`src/rtl/mips_lsu_if.sv`:
```
// Core-side request/response channel and RAM-side port of the MIPS load/store unit.
// slave is the LSU view; master is the view of the surrounding core and RAM.
interface mips_lsu_if #(
    parameter int ADDR_W = 8
);
    logic              req_valid;
    logic              req_ready;
    logic              req_we;
    logic [1:0]        req_size;
    logic              req_signed;
    logic [31:0]       req_addr;
    logic [31:0]       req_wdata;
    logic              rsp_valid;
    logic              rsp_ready;
    logic [31:0]       rsp_rdata;
    logic              rsp_err;
    logic              mem_rw;
    logic [ADDR_W-1:0] mem_addr;
    logic [31:0]       mem_wdata;
    logic [31:0]       mem_rdata;

    modport slave (
        input  req_valid, req_we, req_size, req_signed, req_addr, req_wdata,
        input  rsp_ready, mem_rdata,
        output req_ready, rsp_valid, rsp_rdata, rsp_err,
        output mem_rw, mem_addr, mem_wdata
    );

    modport master (
        output req_valid, req_we, req_size, req_signed, req_addr, req_wdata,
        output rsp_ready, mem_rdata,
        input  req_ready, rsp_valid, rsp_rdata, rsp_err,
        input  mem_rw, mem_addr, mem_wdata
    );
endinterface

```
`src/rtl/mips_lsu.sv`:
```
// MIPS load/store unit: byte-addressed core requests to a word-wide RAM without byte
// enables, with lane extraction/extension on loads and read-modify-write on sub-word stores.
module mips_lsu #(
    parameter int MEM_WORDS = 128,
    parameter int ADDR_W    = 8
) (
    input  logic       clk,
    input  logic       rst_n,
    mips_lsu_if.slave  bus
);
    typedef enum logic [2:0] {
        IDLE     = 3'd0,
        RD_ISSUE = 3'd1,
        RD_DATA  = 3'd2,
        WR       = 3'd3,
        RESP     = 3'd4
    } state_t;

    localparam logic [ADDR_W:0] MEM_WORDS_L = MEM_WORDS[ADDR_W:0];

    state_t            state_q, state_d;
    logic              req_ready_q, req_ready_d;
    logic              rsp_valid_q, rsp_valid_d;
    logic              rsp_err_q, rsp_err_d;
    logic [31:0]       rsp_rdata_q, rsp_rdata_d;
    logic              mem_rw_q, mem_rw_d;
    logic [ADDR_W-1:0] mem_addr_q, mem_addr_d;
    logic [31:0]       mem_wdata_q, mem_wdata_d;
    logic              we_q, we_d;
    logic [1:0]        size_q, size_d;
    logic              signed_q, signed_d;
    logic [1:0]        off_q, off_d;
    logic [15:0]       wdata_q, wdata_d;

    logic              accept_s;
    logic              req_err_s;
    logic [ADDR_W-1:0] req_idx_s;

    // Lane select and sign/zero extension of a loaded word (little-endian lanes).
    function automatic logic [31:0] load_extract(input logic [31:0] word, input logic [1:0] off,
                                                 input logic [1:0] size, input logic sgn);
        logic [7:0]  b;
        logic [15:0] h;
        logic [31:0] r;
        b = word[{off, 3'b000} +: 8];
        h = word[{off[1], 4'b0000} +: 16];
        case (size)
            2'b00:   r = {{24{sgn & b[7]}}, b};
            2'b01:   r = {{16{sgn & h[15]}}, h};
            default: r = word;
        endcase
        return r;
    endfunction

    // Replace the addressed lane(s) of the old RAM word with right-aligned store data.
    function automatic logic [31:0] store_merge(input logic [31:0] word, input logic [1:0] off,
                                                input logic [1:0] size, input logic [15:0] wd);
        logic [31:0] r;
        r = word;
        case (size)
            2'b00:   r[{off, 3'b000} +: 8]     = wd[7:0];
            2'b01:   r[{off[1], 4'b0000} +: 16] = wd;
            default: r = word;
        endcase
        return r;
    endfunction

    assign accept_s  = bus.req_valid && req_ready_q;
    assign req_idx_s = bus.req_addr[ADDR_W+1:2];
    assign req_err_s = (bus.req_size == 2'b11)
                    || ((bus.req_size == 2'b01) && bus.req_addr[0])
                    || ((bus.req_size == 2'b10) && (bus.req_addr[1:0] != 2'b00))
                    || (bus.req_addr[31:ADDR_W+2] != '0)
                    || ({1'b0, req_idx_s} >= MEM_WORDS_L);

    // Next-state and next-output computation for the request sequencer.
    always_comb begin
        state_d     = state_q;
        req_ready_d = req_ready_q;
        rsp_valid_d = rsp_valid_q;
        rsp_err_d   = rsp_err_q;
        rsp_rdata_d = rsp_rdata_q;
        mem_rw_d    = 1'b1;
        mem_addr_d  = mem_addr_q;
        mem_wdata_d = mem_wdata_q;
        we_d        = we_q;
        size_d      = size_q;
        signed_d    = signed_q;
        off_d       = off_q;
        wdata_d     = wdata_q;
        case (state_q)
            IDLE: begin
                if (accept_s) begin
                    we_d        = bus.req_we;
                    size_d      = bus.req_size;
                    signed_d    = bus.req_signed;
                    off_d       = bus.req_addr[1:0];
                    wdata_d     = bus.req_wdata[15:0];
                    mem_addr_d  = req_idx_s;
                    req_ready_d = 1'b0;
                    if (req_err_s) begin
                        rsp_valid_d = 1'b1;
                        rsp_err_d   = 1'b1;
                        rsp_rdata_d = 32'd0;
                        state_d     = RESP;
                    end else if (!bus.req_we || (bus.req_size != 2'b10)) begin
                        state_d = RD_ISSUE;
                    end else begin
                        mem_wdata_d = bus.req_wdata;
                        mem_rw_d    = 1'b0;
                        state_d     = WR;
                    end
                end else begin
                    state_d = IDLE;
                end
            end
            RD_ISSUE: begin
                state_d = RD_DATA;
            end
            RD_DATA: begin
                if (!we_q) begin
                    rsp_rdata_d = load_extract(bus.mem_rdata, off_q, size_q, signed_q);
                    rsp_valid_d = 1'b1;
                    state_d     = RESP;
                end else begin
                    mem_wdata_d = store_merge(bus.mem_rdata, off_q, size_q, wdata_q);
                    mem_rw_d    = 1'b0;
                    state_d     = WR;
                end
            end
            WR: begin
                rsp_valid_d = 1'b1;
                state_d     = RESP;
            end
            RESP: begin
                if (bus.rsp_ready) begin
                    rsp_valid_d = 1'b0;
                    rsp_err_d   = 1'b0;
                    rsp_rdata_d = 32'd0;
                    req_ready_d = 1'b1;
                    state_d     = IDLE;
                end else begin
                    state_d = RESP;
                end
            end
            default: begin
                rsp_valid_d = 1'b0;
                rsp_err_d   = 1'b0;
                rsp_rdata_d = 32'd0;
                req_ready_d = 1'b1;
                state_d     = IDLE;
            end
        endcase
    end

    // Sequencer state and registered outputs; reset drops any in-flight request.
    always_ff @(posedge clk) begin
        if (!rst_n) begin
            state_q     <= IDLE;
            req_ready_q <= 1'b1;
            rsp_valid_q <= 1'b0;
            rsp_err_q   <= 1'b0;
            rsp_rdata_q <= 32'd0;
            mem_rw_q    <= 1'b1;
            mem_addr_q  <= '0;
            mem_wdata_q <= 32'd0;
            we_q        <= 1'b0;
            size_q      <= 2'b00;
            signed_q    <= 1'b0;
            off_q       <= 2'b00;
            wdata_q     <= 16'd0;
        end else begin
            state_q     <= state_d;
            req_ready_q <= req_ready_d;
            rsp_valid_q <= rsp_valid_d;
            rsp_err_q   <= rsp_err_d;
            rsp_rdata_q <= rsp_rdata_d;
            mem_rw_q    <= mem_rw_d;
            mem_addr_q  <= mem_addr_d;
            mem_wdata_q <= mem_wdata_d;
            we_q        <= we_d;
            size_q      <= size_d;
            signed_q    <= signed_d;
            off_q       <= off_d;
            wdata_q     <= wdata_d;
        end
    end

    assign bus.req_ready = req_ready_q;
    assign bus.rsp_valid = rsp_valid_q;
    assign bus.rsp_err   = rsp_err_q;
    assign bus.rsp_rdata = rsp_rdata_q;
    // The RAM writes whenever mem_rw is low, so reset must block it without waiting for an edge.
    assign bus.mem_rw    = mem_rw_q | ~rst_n;
    assign bus.mem_addr  = mem_addr_q;
    assign bus.mem_wdata = mem_wdata_q;

endmodule

```
`src/flat_wrapper.sv`:
```
// flat-port wrapper written by rule: the top's interface ports become plain ports
module mips_lsu_flat 
#(
    parameter int MEM_WORDS = 128,
    parameter int ADDR_W    = 8
)
  (clk, rst_n, bus_req_valid, bus_req_we, bus_req_size, bus_req_signed, bus_req_addr, bus_req_wdata, bus_rsp_ready, bus_mem_rdata, bus_req_ready, bus_rsp_valid, bus_rsp_rdata, bus_rsp_err, bus_mem_rw, bus_mem_addr, bus_mem_wdata);
  mips_lsu_if #(.ADDR_W(ADDR_W)) bus_i ();
  input  logic clk;
  input  logic rst_n;
  input wire logic [$bits(bus_i.req_valid)-1:0] bus_req_valid;
  input wire logic [$bits(bus_i.req_we)-1:0] bus_req_we;
  input wire logic [$bits(bus_i.req_size)-1:0] bus_req_size;
  input wire logic [$bits(bus_i.req_signed)-1:0] bus_req_signed;
  input wire logic [$bits(bus_i.req_addr)-1:0] bus_req_addr;
  input wire logic [$bits(bus_i.req_wdata)-1:0] bus_req_wdata;
  input wire logic [$bits(bus_i.rsp_ready)-1:0] bus_rsp_ready;
  input wire logic [$bits(bus_i.mem_rdata)-1:0] bus_mem_rdata;
  output wire logic [$bits(bus_i.req_ready)-1:0] bus_req_ready;
  output wire logic [$bits(bus_i.rsp_valid)-1:0] bus_rsp_valid;
  output wire logic [$bits(bus_i.rsp_rdata)-1:0] bus_rsp_rdata;
  output wire logic [$bits(bus_i.rsp_err)-1:0] bus_rsp_err;
  output wire logic [$bits(bus_i.mem_rw)-1:0] bus_mem_rw;
  output wire logic [$bits(bus_i.mem_addr)-1:0] bus_mem_addr;
  output wire logic [$bits(bus_i.mem_wdata)-1:0] bus_mem_wdata;
  assign bus_i.req_valid = bus_req_valid;
  assign bus_i.req_we = bus_req_we;
  assign bus_i.req_size = bus_req_size;
  assign bus_i.req_signed = bus_req_signed;
  assign bus_i.req_addr = bus_req_addr;
  assign bus_i.req_wdata = bus_req_wdata;
  assign bus_i.rsp_ready = bus_rsp_ready;
  assign bus_i.mem_rdata = bus_mem_rdata;
  assign bus_req_ready = bus_i.req_ready;
  assign bus_rsp_valid = bus_i.rsp_valid;
  assign bus_rsp_rdata = bus_i.rsp_rdata;
  assign bus_rsp_err = bus_i.rsp_err;
  assign bus_mem_rw = bus_i.mem_rw;
  assign bus_mem_addr = bus_i.mem_addr;
  assign bus_mem_wdata = bus_i.mem_wdata;
  mips_lsu #(.MEM_WORDS(MEM_WORDS), .ADDR_W(ADDR_W)) u_core (.clk(clk), .rst_n(rst_n), .bus(bus_i));
endmodule
```
`config.mk`:
```
export PLATFORM = sky130hd
export DESIGN_NAME = mips_lsu_flat
export DESIGN_NICKNAME = d
export VERILOG_FILES = /design/src/rtl/mips_lsu_if.sv /design/src/rtl/mips_lsu.sv /design/src/flat_wrapper.sv
export SDC_FILE = /design/constraint.sdc
export NUM_CORES = 1
export LEC_CHECK = 0
export BUFFER_PORTS_ARGS = -buffer_cell sky130_fd_sc_hd__clkbuf_2
export CORE_MARGIN = 5
export CORE_UTILIZATION = 52
export DETAILED_ROUTE_END_ITERATION = 6
export PLACE_DENSITY_LB_ADDON = 0.15
export REMOVE_ABC_BUFFERS = 1
export SKIP_LAST_GASP = 1
export SYNTH_ARGS = -nofsm -noshare
export SYNTH_HDL_FRONTEND = slang
export SYNTH_SLANG_ARGS = --single-unit
```
`constraint.sdc`:
```
create_clock -name clk -period 2.8 [get_ports clk]
set_input_delay 0.7 -clock clk [delete_from_list [all_inputs] [get_ports clk]]
set_output_delay 0.7 -clock clk [all_outputs]
set_load 0.01 [all_outputs]
```
# Word-level counts from Yosys, hierarchy flattened
# Index checks and enable logic that the tools add are counted.
[word_totals] register_bits=101 output_inout_bits=76 wordCells=101 inputBits=104
[op_classes] mux=34 shift=6 order_cmp=1 n_addsub=2 reduce_logical=22 n_eq_ne=16 n_bitwise=7
[ops] operator="32-bit two-way mux" count=8
[ops] operator="32-bit case mux with 2 select lines" count=3
[ops] operator="32-bit case mux with 4 select lines" count=1
[ops] operator="32-bit bitwise mux" count=2
[ops] operator="16-bit by 7-bit variable shift with 32-bit output (first input constant)" count=1
[ops] operator="8-bit by 7-bit variable shift with 32-bit output (first input constant)" count=1
[ops] operator="16-bit by 7-bit variable part select with 32-bit output" count=1
[ops] operator="32-bit by 6-bit variable part select with 16-bit output" count=1
[ops] operator="32-bit by 6-bit variable part select with 8-bit output" count=1
[ops] operator="8-bit by 7-bit variable part select with 32-bit output" count=1
[ops] operator="22-bit nonzero test" count=1
[ops] operator="3-bit case mux with 5 select lines" count=1
[ops] operator="5-bit AND reduction" count=3
[ops] operator="5-bit negation with 7-bit output" count=2
[ops] operator="3-bit two-way mux" count=4
[ops] operator="1-bit two-way mux" count=10
[ops] operator="2-bit inequality test (second input constant)" count=5
[ops] operator="8-bit >= comparator (second input constant)" count=1
[ops] operator="3-bit by 2-bit equality test with 1-bit output (second input constant)" count=2
[ops] operator="2-bit by 1-bit inequality test with 1-bit output (second input constant)" count=3
[ops] operator="1-bit case mux with 3 select lines" count=2
[ops] operator="1-bit logical OR" count=5
[ops] operator="1-bit case mux with 5 select lines" count=1
[ops] operator="2-bit by 1-bit equality test with 1-bit output (second input constant)" count=2
[ops] operator="other kinds (18)" count=26

# Longest topological paths before layout
# Gate-level depths: netlist of run 1.
[depth] depth_word=9 ltp_mapped=10 depth_no_buf=7

# Worst setup path before layout of run 1
# No wires, ideal clock.
[synth_path] path_type="register to register" start="register u_core.off_q[1]" end="register u_core.mem_wdata_q[0], in the netlist u_core.bus.mem_wdata[0]" n_path_buf=2 setup_slack_ns=0.523 period_less_slack_ns=2.277 setup_time_ns=0.072 arrival_time_ns=2.206 required_ns=2.728 path_stages_with_launch=10 path_cell_list="dfxtp_1 buf_2 clkinv_1 clkbuf_1 ha_1 nor4bb_1 o2bb2ai_1 a221o_1 o211ai_1 mux2i_1"
[synth_between] elab_chain_len=6 word_cells_on_any_way=11 cone_classes="2 x add/sub; 4 x shift; 5 x mux"
[synth_rtl] element="start, declared" line_no="mips_lsu.sv:32" rtl="logic [1:0] off_q, off_d;"
[synth_rtl] element="start signal, assigned" line_no="mips_lsu.sv:170" rtl="off_q <= 2'b00;"
[synth_rtl] element="start signal, assigned" line_no="mips_lsu.sv:184" rtl="off_q <= off_d;"
[synth_rtl] element="5-bit negation with 7-bit output, on equally long branches" line_no="mips_lsu.sv:62, mips_lsu.sv:61"
[synth_rtl] element="16-bit by 7-bit variable part select with 32-bit output, or another cell as far along" line_no="mips_lsu.sv:62" rtl="2'b01: r[{off[1], 4'b0000} +: 16] = wd;"
[synth_rtl] element="32-bit bitwise mux, on equally long branches" line_no="mips_lsu.sv:62, mips_lsu.sv:61"
[synth_rtl] element="32-bit case mux with 2 select lines *" line_no="mips_lsu.sv:60" rtl="case (size)"
[synth_rtl] element="32-bit two-way mux *" line_no="mips_lsu.sv:121" rtl="if (!we_q) begin"
[synth_rtl] element="32-bit case mux with 2 select lines *" line_no="mips_lsu.sv:91" rtl="case (state_q)"
[synth_rtl] element="end signal, assigned" line_no="mips_lsu.sv:180" rtl="mem_wdata_q <= mem_wdata_d;"
[synth_rtl] element="end, declared" line_no="mips_lsu.sv:28" rtl="logic [31:0] mem_wdata_q, mem_wdata_d;"
# Mark *: on every way between the ends. The rest lies on a longest branch, timed or not. The select of a mux whose other input is x is not followed.
# A chain may end at the register's enable or synchronous reset.

# Worst setup path after layout of run 1
[layout_path] start="register u_core.off_q[1]" end="register u_core.mem_wdata_q[28], in the netlist u_core.bus.mem_wdata[28]"
# The elaborated chain is that of the path after synthesis.

==> results of run 1 <==
-- kinds of logic after synthesis --
kind of cell	count (synthesis)	share of synthesized area [%]
buf+inv	68	5.73
flops	101	34.9
compound gates	222	29.0
fa+ha+maj	5	1.08
simple gates	239	20.0
mux	52	9.17
-- routing by layer --
metal | up-vias | global-route usage [%] | wire length [um]
li1 | 2825 | - | -
met1 | 2759 | 36.1 | 7850
met2 | 272 | 43.9 | 8380
met3 | 27 | 5.27 | 1530
met4 | 0 | 9.23 | 414
met5 | - | 0 | 0
-- power groups by stage --
stage	sequential, mW	clock, mW	combinational (mW)
2_1_floorplan	1.57	0	0.300
3_3_place_gp	1.55	0	0.581
3_5_place_dp	1.56	0	0.596
4_1_cts	1.52	1.09	0.598
5_1_grt	1.53	1.14	0.664
6_report	1.52	1.08	0.604
-- final timing paths --
| check | cells past startpoint | to | slack, ps |
|---|---|---|---|
| setup / recovery | 8 | u_core.bus.mem_wdata[28] | 240 |
| hold / removal | 2 | u_core.bus.mem_wdata[0] | 470 |
| setup reg to reg | 8 | u_core.bus.mem_wdata[28] | 240 |
| hold reg to reg | 2 | u_core.bus.mem_wdata[0] | 470 |
-- placed cells by master (no fill, tap or decap), drive strengths merged, types with 24 or more instances in the layout --
cell type,count
clkbuf,189
nand2,127
dfxtp,101
mux2i,44
a21oi,42
a21boi,32
nand2b,30
o211ai,28
o221ai,25
nor2b,24
-- Yosys cell counts (3+ instances only) --
cell | count | area, um^2
a31oi_1 | 9 | 56.3
o221ai_1 | 25 | 219
nand2b_1 | 30 | 188
mux2_1 | 4 | 45.0
a221o_1 | 10 | 100
nor2b_1 | 24 | 150
a22oi_1 | 16 | 120
nor4_1 | 3 | 18.8
o311a_1 | 4 | 40.0
a221oi_1 | 4 | 35.0
o211ai_1 | 28 | 210
a21oi_1 | 42 | 210
buf_1 | 4 | 15.0
nand3_1 | 13 | 65.1
nor4bb_1 | 3 | 30.0
o21ai_0 | 11 | 55.1
dfxtp_1 | 101 | 2020
buf_12 | 3 | 60.1
nand2_1 | 127 | 477
inv_1 | 4 | 15.0
clkbuf_1 | 46 | 173
a22o_1 | 22 | 193
or2_1 | 4 | 25.0
nor2_1 | 21 | 78.8
ha_1 | 5 | 62.6
a32o_1 | 8 | 80.1
mux2_2 | 4 | 45.0
buf_2 | 4 | 20.0
a21boi_0 | 30 | 225
o22ai_1 | 3 | 18.8
mux2i_1 | 44 | 440
-- layout make-up --
class	instances	area (um^2)	share of cell area, %
Multi-Input combinational cell	518	3440	49.4
Tap cell	140	175	2.51
Clock buffer	11	151	2.17
Timing Repair Buffer	200	1070	15.3
Sequential cell	101	2020	29.0
Clock inverter	5	82.6	1.18
Inverter	7	26.3	0.377
-- stage by stage --
stage                     total power, mW  setup TNS (ps)
after global placement               2.13               0
after floorplan                      1.87          -67630
after global routing                 3.34               0
final                                3.20               0
after CTS                            3.21               0
after detailed placement             2.15               0
-- critical path, delay by kind of cell, from the launching register on --
kind / cells / cell delay, ps
and+or+nand+nor: 3 / 750
muxes: 1 / 170
adders and majority gates: 1 / 460
buffers and inverters: 2 / 610
DFF: 1 / 380
AOI/OAI and AO/OA: 1 / 110
-- state kept, by name (all words and copies together), names as in the netlist --
| signal | flops |
|---|---|
| u_core.we_q | 1 |
| u_core.wdata_q | 16 |
| u_core.bus.rsp_valid | 1 |
| u_core.bus.rsp_rdata | 32 |
| u_core.state_q | 3 |
| u_core.bus.rsp_err | 1 |
| u_core.size_q | 2 |
| u_core.off_q | 2 |
| u_core.mem_rw_q | 1 |
| u_core.bus.mem_wdata | 32 |
| u_core.bus.mem_addr | 8 |
| u_core.bus.req_ready | 1 |
| u_core.signed_q | 1 |
==> flow_metrics.py, run 1 <==
metrics = {
    "run_status": {
        "status": "complete, no violations",
    },
    "yosys": {
        "synth_area_mm2": 0.00579,
        "synth_edf_count": 0,
        "ys_ff_latch": 101,
        "ys.flop_type": "dfxtp_1",
        "yosysSeqAreaShare_pct": 34.9,
        "ys_types": 55,
        "synth_warnings": 0,
        "syn_inst": 687,
        "async_flop_share_pct": 0,
        "synth.avg_cell_area_um2": 8.42,
    },
    "power": {
        "swShare_pct": 29.3,
        "p_sw_mw": 0.940,
        "power_frac_seq_pct": 47.6,
        "ir_worst_vdd_mv": 0.306,
        "p_comb_share_pct": 18.9,
        "p_leak_nw": 3.09,
        "p_per_area_mw_per_mm2": 460,
        "power.internal_mw": 2.26,
        "p_clk_share_pct": 33.6,
    },
    "cells_and_area": {
        "antenna-diode-count": 0,
        "syn_to_final_growth_pct": 20.4,
        "nNetsFinal": 946,
        "design_area_mm2": 0.00697,
        "final_util_pct": 64.0,
        "layoutNonFillerInstCount": 982,
        "fillers": 982,
        "drive_gt1_share_pct": 27.8,
    },
    "global_route": {
        "grt.overflow.total": 0,
        "grt_pass1_wl_um": 28800,
        "grt_start_max_net_pins": 64,
        "grt_pass1_vias": 5657,
        "antenna_found_initial": 0,
        "grtUsageTotal_pct": 27.0,
    },
    "critical_path": {
        "worstSetupPathType": "reg -> reg",
        "cp-end-kind": "flop",
        "crit_arrival_ps": 2870,
        "crit_top_cell": "nand3_1",
        "worstPathCellList": "clkinv_1 -> ha_1 -> nor4bb_1 -> buf_4 -> nand3_1 -> nand3_1 -> o211ai_1 -> mux2i_1",
        "r2r_start": "u_core.off_q[1]",
        "critPathSlowestCell": "nor4bb_1",
        "cp-start-kind": "flop",
        "worstPathRequired_ps": 3110,
        "crit_fanout": 13,
        "slowest_delay_ps": 560,
        "startpoint": "u_core.off_q[1]",
    },
    "placement": {
        "io_buffers": 179,
        "dpl_cell_area_mm2": 0.00674,
        "dp_cells": 966,
        "dp_hpwl_um": 13200,
        "place_ws_ps": 295,
        "gp_congestion": 0.883,
    },
    "floorplanning": {
        "die-area_mm2": 0.0133,
        "start_util_pct": 53.1,
        "die_h_um": 115,
        "core.rowCount": 38,
        "core_area_mm2": 0.0109,
        "io_pins": 180,
        "die_x_um": 115,
    },
    "clocking": {
        "cts_root_buf": "clkbuf_8",
        "htree_levels": 3,
        "cts_tree": "done",
        "ctsResizeCount": 0,
        "clk_pin_slew_ps": 100,
        "cts_made_buffers": 9,
        "numClockSinks": 101,
        "cts_setup_buffers": 0,
        "clk_latency_ps": 380,
        "holdBufCountCts": 0,
        "clk_path_buf_depth": 2,
    },
    "sta": {
        "layout_setup_ws_ps": 236,
        "max_freq_mhz": 390,
        "setup_viol": 0,
        "hold_ws_ps": 468,
        "final.period_utilization_pct": 91.6,
        "period_needed_ps": 2560,
        "tightestPinTransition_ps": 1110,
        "hold_violations": 0,
        "rsz0062_at_grt": "no",
        "relSlewSlack_pct": 26.2,
        "skew_ps": 7.96,
        "slew_violations": 0,
    },
    "route": {
        "totalWireLength_um": 18200,
        "vias": 5883,
        "post-route-drc-count": 0,
        "dr.pass1.iters": 6,
        "drt_iter0_drc": 473,
        "ant_nets": 0,
        "wl_per_cell_um": 18.5,
        "via_per_inst": 5.99,
    },
    "hold_path": {
        "hp-class": "reg -> reg",
        "min_from": "u_core.bus.mem_wdata[0]",
    },
    "flow_run": {
        "cap_viol_max_count": 0,
    },
}
Power figures use the tool's default switching activity.
==> run 2: changes to the inputs <==
CORE_ASPECT_RATIO = 1.1   (was unset)
==> run 2 against run 1 <==
Sequential share of layout area is 0.48 points lower. First-iteration DRC count up 8.7%. Non-clock buffer count increased by 3. Via count increased by 1.7%. Largest power group unchanged. Core utilization is 0.95 points higher. Clock-buffer cell count is the same. Maximum frequency up 6.9%. Combinational power increased by 3.5%. Largest cell class unchanged.
==> flow_metrics.py, run 2 (synthesized netlist as in run 1, its figures left out) <==
metrics = {
    "global_route": {
        "grt_start_max_net_pins": 57,
        "grt.overflow.total": 0,
        "grt_pass1_wl_um": 30900,
        "grtUsageTotal_pct": 28.3,
        "antenna_found_initial": 0,
        "grt_pass1_vias": 5904,
    },
    "critical_path": {
        "startpoint": "u_core.off_q[1]",
        "timing.rr.end": "u_core.bus.mem_wdata[0]",
        "worstPathCellList": "clkinv_1 -> ha_1 -> nor4bb_1 -> o2bb2ai_1 -> a221o_1 -> o211ai_1 -> mux2i_1",
        "path_buf_inv": 1,
        "slowest_delay_ps": 550,
        "worstPathRequired_ps": 3070,
        "cp-end-kind": "flop",
        "cp-start-kind": "flop",
        "crit_family": "compound AO/OA/AOI/OAI gates",
        "r2r_start": "u_core.off_q[1]",
        "crit_arrival_ps": 2670,
        "crit_fanout": 5,
        "r2r_setup_slack_ps": 400,
        "r2r_cells": 7,
        "worstSetupPathType": "reg -> reg",
        "critPathSlowestCell": "nor4bb_1",
    },
    "sta": {
        "setup_viol": 0,
        "skew_ps": 6.68,
        "rsz0062_at_grt": "no",
        "tightestPinTransition_ps": 1190,
        "slew_violations": 0,
        "hold_violations": 0,
        "hold_ws_ps": 460,
        "max_freq_mhz": 417,
        "final.period_utilization_pct": 85.6,
        "relSlewSlack_pct": 20.4,
        "period_needed_ps": 2400,
    },
    "route": {
        "vias": 5983,
        "post-route-drc-count": 0,
        "wl_per_cell_um": 19.5,
        "drt_iter0_drc": 514,
        "via_per_inst": 6.04,
        "ant_nets": 0,
        "totalWireLength_um": 19300,
        "dr.pass1.iters": 5,
    },
    "hold_path": {
        "min_from": "u_core.bus.rsp_rdata[2]",
        "holdPathStages": 2,
        "hp-class": "reg -> reg",
        "hold_end": "u_core.bus.rsp_rdata[2]",
    },
    "cells_and_area": {
        "syn_to_final_growth_pct": 22.5,
        "final_util_pct": 65.0,
        "most-common-layout-cells": "clkbuf_2, nand2_1, dfxtp_1",
        "drive_gt1_share_pct": 27.7,
        "nNetsFinal": 949,
        "layout_commonest_cell": "clkbuf_2",
        "antenna-diode-count": 0,
    },
    "run_status": {
        "status": "complete, no violations",
    },
    "power": {
        "p_leak_nw": 3.13,
        "p_per_area_mw_per_mm2": 479,
        "ir_worst_vdd_mv": 0.248,
    },
    "placement": {
        "gp_congestion": 0.938,
        "io_buffers": 179,
        "dp_hpwl_um": 14100,
    },
    "clocking": {
        "clk_latency_ps": 340,
        "numClockSinks": 101,
        "clk_path_buf_depth": 2,
        "cts_root_buf": "clkbuf_16",
        "htree_levels": 3,
        "cts_made_buffers": 9,
        "cts_setup_buffers": 0,
        "holdBufCountCts": 0,
        "cts_tree": "done",
        "ctsResizeCount": 0,
        "clk_pin_slew_ps": 70,
    },
    "floorplanning": {
        "io_pins": 180,
        "core.rowCount": 40,
        "die_h_um": 121,
        "core_area_mm2": 0.0109,
        "die-area_mm2": 0.0133,
        "die_x_um": 111,
        "start_util_pct": 53.0,
    },
    "flow_run": {
        "cap_viol_max_count": 0,
    },
}
## run 2: changes by cell type in the layout (fill, tap and decap cells not counted), sizes merged
cell,delta
buf,+3
clkinv,-2
clkinvlp,+2
bufinv,-1
## run 2: final cells by class
class	count	area (um^2)
clock inverters	4	50.0
flip-flops and latches	101	2020
clock buffers	11	233
well taps	147	184
inverters	7	26.3
fillers	1024	3820
repair buffers	203	1130
multi-input cells	518	3440
## run 2: worst max path at each step
stage / to / slack (ps) / cells after the start
3_5_place_dp: u_core.mem_rw_q / 270 / 7
6_report: u_core.bus.mem_wdata[0] / 400 / 7
5_1_grt: u_core.bus.mem_wdata[4] / 330 / 8
4_1_cts: u_core.bus.mem_wdata[0] / 490 / 7
2_1_floorplan: u_core.bus.rsp_rdata[31] / -1180 / 5
3_3_place_gp: u_core.mem_rw_q / 310 / 7
## run 2: layer usage
layer	wire length (um)	vias up	track usage, %
met5	0	-	0
met4	363	0	8.55
met3	1520	33	5.91
met2	9090	308	47.1
met1	8350	2803	37.1
li1	-	2839	-
## run 2: where the power goes
group | internal, mW | total (mW) | switching [mW]
combinational | 0.250 | 0.625 | 0.375
clock | 0.688 | 1.23 | 0.540
sequential | 1.47 | 1.54 | 0.0630
## run 2: worst register-to-register path: stages, from the launching register on
cell and delay [ps]:
dfxtp_1 440, clkinv_1 160, ha_1 350, nor4bb_1 550, o2bb2ai_1 310, a221o_1 240, o211ai_1 110, mux2i_1 160
## run 2: through the flow
stage | setup WS (ps) | instance area, um^2 | TNS (ps) | cells | power [mW]
2_1_floorplan | -1180 | 5480 | -67630 | 626 | 1.87
3_3_place_gp | 311 | 6800 | 0 | 976 | 2.17
3_5_place_dp | 269 | 6800 | 0 | 976 | 2.18
4_1_cts | 492 | 7090 | 0 | 991 | 3.40
5_1_grt | 325 | 7090 | 0 | 991 | 3.54
6_report | 402 | 7090 | 0 | 991 | 3.39
